### src/rtl/uart_pkg.sv
// Shared UART definitions: receiver state encoding and the phase-increment helper
// used by both the baud generator and the receiver.
package uart_pkg;

    typedef enum logic [2:0] {
        IDLE      = 3'd0,
        START     = 3'd1,
        DATA      = 3'd2,
        PARITY    = 3'd3,
        STOP      = 3'd4,
        WAIT_IDLE = 3'd5
    } rx_state_t;

    // floor(baud * 2^width / sys_clk), evaluated in 64-bit so 32-bit accumulators do not overflow.
    function automatic longint phase_inc(input longint sys_clk, input longint baud, input int width);
        return (baud << width) / sys_clk;
    endfunction

endpackage

### src/rtl/rx_sync_edge.sv
// Two-flop synchroniser for the async rx line plus a history flop for falling-edge detect.
// Latency: 2 clk to rx_sync; start_edge asserts the first cycle rx_sync is low after being high.
module rx_sync_edge (
    input  logic clk,
    input  logic reset,
    input  logic rx,
    output logic rx_sync,
    output logic start_edge
);

    logic meta_q;
    logic sync_q;
    logic hist_q;

    // All stages reset high so an idle line never looks like a start bit.
    always_ff @(posedge clk or negedge reset) begin
        if (!reset) begin
            meta_q <= 1'b1;
            sync_q <= 1'b1;
            hist_q <= 1'b1;
        end else begin
            meta_q <= rx;
            sync_q <= meta_q;
            hist_q <= sync_q;
        end
    end

    assign rx_sync    = sync_q;
    assign start_edge = hist_q & ~sync_q;

endmodule

### src/rtl/uart_rx_phase_acc.sv
// UART receiver with a phase accumulator re-phased on each start edge so ticks land mid-bit.
// Byte committed the cycle after the stop tick into a valid/ready hold register; a full register drops the frame and pulses overrun.
module uart_rx_phase_acc
    import uart_pkg::*;
#(
    parameter int unsigned SYS_CLK_FREQ = 125000000,
    parameter int unsigned BAUD_RATE    = 115200,
    parameter int unsigned ACC_WIDTH    = 32,
    parameter int unsigned DATA_BITS    = 8,
    parameter bit          PARITY_EN    = 1'b0,
    parameter bit          PARITY_ODD   = 1'b0
) (
    input  logic                 clk,
    input  logic                 reset,
    input  logic                 rx,
    output logic [DATA_BITS-1:0] rx_data,
    output logic                 rx_valid,
    input  logic                 rx_ready,
    output logic                 frame_err,
    output logic                 parity_err,
    output logic                 overrun,
    output logic                 busy
);

    localparam int CNT_W = $clog2(DATA_BITS + 1);
    localparam longint INC_L = phase_inc(longint'(SYS_CLK_FREQ), longint'(BAUD_RATE), int'(ACC_WIDTH));
    localparam logic [ACC_WIDTH-1:0] PHASE_INC  = INC_L[ACC_WIDTH-1:0];
    localparam logic [ACC_WIDTH-1:0] HALF_PHASE = {1'b1, {(ACC_WIDTH-1){1'b0}}};
    localparam logic [CNT_W-1:0]     LAST_BIT   = CNT_W'(DATA_BITS - 1);

    logic rx_s;
    logic start_edge;

    rx_state_t state_q;
    rx_state_t state_d;

    logic [ACC_WIDTH-1:0] acc_q;
    logic [ACC_WIDTH:0]   acc_sum;
    logic                 tick;

    logic [DATA_BITS-1:0] shreg_q;
    logic [CNT_W-1:0]     bit_cnt_q;
    logic                 par_err_q;
    logic                 commit_q;
    logic                 commit_ferr_q;

    logic start_ok;
    logic shift_en;
    logic par_chk;
    logic stop_tick;
    logic accept;

    rx_sync_edge u_sync (
        .clk        (clk),
        .reset      (reset),
        .rx         (rx),
        .rx_sync    (rx_s),
        .start_edge (start_edge)
    );

    // Carry-out of the accumulator add is the sample tick; no ticks while idle.
    assign acc_sum = {1'b0, acc_q} + {1'b0, PHASE_INC};
    assign tick    = (state_q != IDLE) && acc_sum[ACC_WIDTH];

    always_ff @(posedge clk or negedge reset) begin
        if (!reset) begin
            state_q <= IDLE;
        end else begin
            state_q <= state_d;
        end
    end

    always_comb begin
        state_d   = state_q;
        start_ok  = 1'b0;
        shift_en  = 1'b0;
        par_chk   = 1'b0;
        stop_tick = 1'b0;
        case (state_q)
            IDLE: begin
                if (start_edge) begin
                    state_d = START;
                end
            end
            START: begin
                if (tick) begin
                    if (rx_s) begin
                        state_d = IDLE;
                    end else begin
                        state_d  = DATA;
                        start_ok = 1'b1;
                    end
                end
            end
            DATA: begin
                if (tick) begin
                    shift_en = 1'b1;
                    if (bit_cnt_q == LAST_BIT) begin
                        state_d = PARITY_EN ? PARITY : STOP;
                    end
                end
            end
            PARITY: begin
                if (tick) begin
                    par_chk = 1'b1;
                    state_d = STOP;
                end
            end
            STOP: begin
                if (tick) begin
                    stop_tick = 1'b1;
                    state_d   = rx_s ? IDLE : WAIT_IDLE;
                end
            end
            WAIT_IDLE: begin
                // A line held low after a framing error must not be taken as a new start.
                if (rx_s) begin
                    state_d = IDLE;
                end
            end
            default: begin
                state_d = IDLE;
            end
        endcase
    end

    always_ff @(posedge clk or negedge reset) begin
        if (!reset) begin
            acc_q         <= '0;
            shreg_q       <= '0;
            bit_cnt_q     <= '0;
            par_err_q     <= 1'b0;
            commit_q      <= 1'b0;
            commit_ferr_q <= 1'b0;
        end else begin
            if (state_q == IDLE) begin
                if (start_edge) begin
                    acc_q <= HALF_PHASE;
                end
            end else begin
                acc_q <= acc_sum[ACC_WIDTH-1:0];
            end

            if (start_ok) begin
                bit_cnt_q <= '0;
                par_err_q <= 1'b0;
            end

            if (shift_en) begin
                shreg_q   <= {rx_s, shreg_q[DATA_BITS-1:1]};
                bit_cnt_q <= bit_cnt_q + CNT_W'(1);
            end

            if (par_chk) begin
                par_err_q <= (((^shreg_q) ^ rx_s) != PARITY_ODD);
            end

            commit_q      <= stop_tick;
            commit_ferr_q <= stop_tick & ~rx_s;
        end
    end

    // Room in the hold register if it is empty or being drained this very cycle.
    assign accept = ~rx_valid | rx_ready;

    always_ff @(posedge clk or negedge reset) begin
        if (!reset) begin
            rx_data    <= '0;
            rx_valid   <= 1'b0;
            frame_err  <= 1'b0;
            parity_err <= 1'b0;
            overrun    <= 1'b0;
        end else begin
            overrun <= 1'b0;
            if (commit_q) begin
                if (accept) begin
                    rx_data    <= shreg_q;
                    frame_err  <= commit_ferr_q;
                    parity_err <= PARITY_EN & par_err_q;
                    rx_valid   <= 1'b1;
                end else begin
                    overrun <= 1'b1;
                end
            end else if (rx_valid && rx_ready) begin
                rx_valid <= 1'b0;
            end
        end
    end

    assign busy = (state_q != IDLE);

endmodule

### config.mk
export PLATFORM = sky130hd
export DESIGN_NAME = uart_rx_phase_acc
export DESIGN_NICKNAME = d
export VERILOG_FILES = /design/src/rtl/uart_pkg.sv /design/src/rtl/rx_sync_edge.sv /design/src/rtl/uart_rx_phase_acc.sv
export SDC_FILE = /design/constraint.sdc
export NUM_CORES = 1
export LEC_CHECK = 0
export ABC_AREA = 1
export CAP_MARGIN = 20
export CORE_MARGIN = 4
export CORE_UTILIZATION = 40
export CTS_CLUSTER_DIAMETER = 200
export DETAILED_ROUTE_END_ITERATION = 16
export DONT_BUFFER_PORTS = 1
export PLACE_DENSITY = 0.55
export SLEW_MARGIN = 20
export SYNTH_ARGS = -nofsm -noshare
export SYNTH_HDL_FRONTEND = slang
export SYNTH_SLANG_ARGS = --single-unit
### constraint.sdc
create_clock -name clk -period 2.9 [get_ports clk]
set_input_delay 0.725 -clock clk [delete_from_list [all_inputs] [get_ports clk]]
set_output_delay 0.725 -clock clk [all_outputs]
set_load 0.01 [all_outputs]
==> results.cfg <==
[layout]
multi_input_area_mm2 = 0.00140
nFillCells = 784
nets = 450
layout_common_cells = nand2_1 (115), inv_1 (74), dfrtp_1 (60)
drive_above_1_share_pct = 7.35
area_growth_syn_to_layout_pct = 7.97
seq_area_mm2 = 0.00158
diodes = 0
finish.utilization_pct = 45.4
layout_commonest_cell = nand2_1

[detailed_routing]
firstDrtPassIters = 4
drtIter0Drc = 96
wl_per_cell_um = 12.4
wl_um = 6830
drc = 0
ant_nets = 0
num_vias = 2670
avgViaCountPerCell = 4.85

[pwr]
seqPwrFrac_pct = 38.9
ir_drop_mv = 0.383
pwr-share-clk_pct = 20.7
switching_share_pct = 44.4
p_comb_share_pct = 40.4
p_total_w = 0.00329
power.switching_w = 0.00146
cellLeakagePower_nw = 1.83
p_per_area_mw_per_mm2 = 919
internal_power_w = 0.00183

[die]
die_x_um = 99.0
dieArea_mm2 = 0.00980
start_util_pct = 42.0
fp-row-count = 32
io_pins = 17
coreArea_mm2 = 0.00789
die_h_um = 99.0

[setup_path]
cp_max_fo = 29
crit_path_end_kind = output port
worstPathCellList = inv_1 -> nand2_1 -> buf_4
cp_slowest_stage_delay_ps = 460
cpLargestDelayFamily = flip-flops
setup.worst_path.class = register to output port
critPathRequiredTime_ps = 2170
worst-path-buf-inv = 2
setup.worst_path.start_class = register
crit_arrival_ps = 1360
slowest_stage = dfrtp_1

[cts]
ctsHoldBuffers = 0
post_cts_buffers = 0
cts_root_buffer = clkbuf_8
cts-resized-gates = 0
cts_tree = done
cts_buffer_depth = 2
cts.sinks = 63
clk_pin_slew_worst_paths_ps = 80
h-tree-depth = 3
clk_latency_ps = 350
cts_inserted_buffers = 9

[placement]
hpwl_um = 4740
dpl_worst_slack_ps = 950
place_congestion = 0.811
port-buffer-count = 0

[synthesis]
avgSynthCellArea_um2 = 7.53
yosysWarnings = 0
synth_area_mm2 = 0.00331
netlist-cell-type-count = 39
synthCells = 440
synth-seq-cells = 63
ys_seq_area_share_pct = 47.7
synthTopCellsByArea = dfrtp_1 (45%), nand2_1 (13%), inv_1 (8.4%)
synth_nets = 446
synth.largest_area_cell = dfrtp_1
yosys.area.top_type_share_pct = 45.3

[timing]
worst_slack_ps = 818
tightest_slew_ps = 514
rsz0062_at_grt = no
whs_ps = 64.0
hold_viol = 0
setup_viol = 0
finalSetupTns_ps = 0
final.min_clock_period_ps = 2080
final_max_slew_viol_count = 0
max_slew_margin_pct = 65.7
final.period_utilization_pct = 71.8
clock.fmax_ghz = 0.480
skew_ps = 11.3

[global_route]
grt.total_usage_pct = 15.0
grt_overflow = 0
grt_pass1_vias = 2565
grt_pass1_wl_um = 11800
grt_max_degree = 64
grt_antenna_before_repair = 0

[worst_hold_path]
min_path_type = input port to asynchronous set/reset pin

[outcome]
run_status = finished clean

[flow_run]
cap_viol_max_count = 0
Yosys cell counts (all sizes together):
| cell type | number |
|---|---|
| buf | 5 |
| nor3 | 5 |
| nand4 | 6 |
| o21bai | 1 |
| xor2 | 3 |
| mux2 | 1 |
| dfrtp | 60 |
| o31ai | 1 |
| conb | 1 |
| nand3 | 43 |
| a22o | 1 |
| o211ai | 2 |
| nand2 | 117 |
| a22oi | 1 |
| a21oi | 10 |
| or2 | 2 |
| a21o | 1 |
| ha | 2 |
| nand3b | 1 |
| nor2 | 40 |
| o21ai | 51 |
| o22ai | 1 |
| clkbuf | 4 |
| dfstp | 3 |
| nor4 | 2 |
| a21boi | 1 |
| inv | 75 |
power groups by stage:
stage               Combinational [W]  Sequential (W)  Clock [W]
floorplan                     0.00106         0.00124          0
global placement              0.00131         0.00129          0
detailed placement            0.00133         0.00129          0
CTS                           0.00133         0.00128   0.000704
global route                  0.00154         0.00131   0.000740
finish                        0.00133         0.00128   0.000682
sequential cells by signal (all words and copies together) (netlist names):
signal          flops
commit_ferr_q       1
shreg_q             8
rx_data             8
acc_q              32
u_sync.meta_q       1
commit_q            1
frame_err           1
overrun             1
state_q             3
bit_cnt_q           4
u_sync.hist_q       1
u_sync.rx_sync      1
rx_valid            1
stage by stage:
step | instances | instance area [µm²]
floorplan | 440 | 3310
global route | 551 | 3580
global placement | 535 | 3400
CTS | 551 | 3580
finish | 551 | 3580
detailed placement | 535 | 3400
routing by layer:
| layer | wire, µm | up-vias | global-route usage (%) |
|---|---|---|---|
| met4 | 125 | 0 | 7.25 |
| met5 | 0 | - | 0 |
| met3 | 244 | 9 | 2.62 |
| li1 | - | 1404 | - |
| met2 | 2980 | 45 | 23.6 |
| met1 | 3480 | 1212 | 19.9 |
layout make-up:
class | instances | share of cell area (%)
multi-input cells | 293 | 39.1
well taps | 102 | 3.57
clock buffers | 9 | 3.46
flip-flops and latches | 63 | 44.2
clock inverters | 7 | 1.36
inverters | 75 | 7.87
repair buffers | 2 | 0.420
worst paths after layout:
path,slack [ps],to,from,depth (start not counted)
max in group asynchronous,2650,u_sync.hist_q,reset,0
worst max-delay path,820,busy,state_q[2],3
worst min register to register,360,u_sync.rx_sync,u_sync.meta_q,0
min in group clk,360,u_sync.rx_sync,u_sync.meta_q,0
worst max register to register,910,acc_q[22],acc_q[0],13
worst min-delay path,60,acc_q[12],reset,0
kinds of logic after synthesis:
logic type	after synthesis	share of synthesized area, %
buf+inv	84	10.0
compound gates	70	11.3
other cells	1	0.113
simple gates	216	29.0
fa+ha+maj	2	0.755
xor+xnor	3	0.793
mux	1	0.340
flops	63	47.7
(Power assumes the default switching activity.)
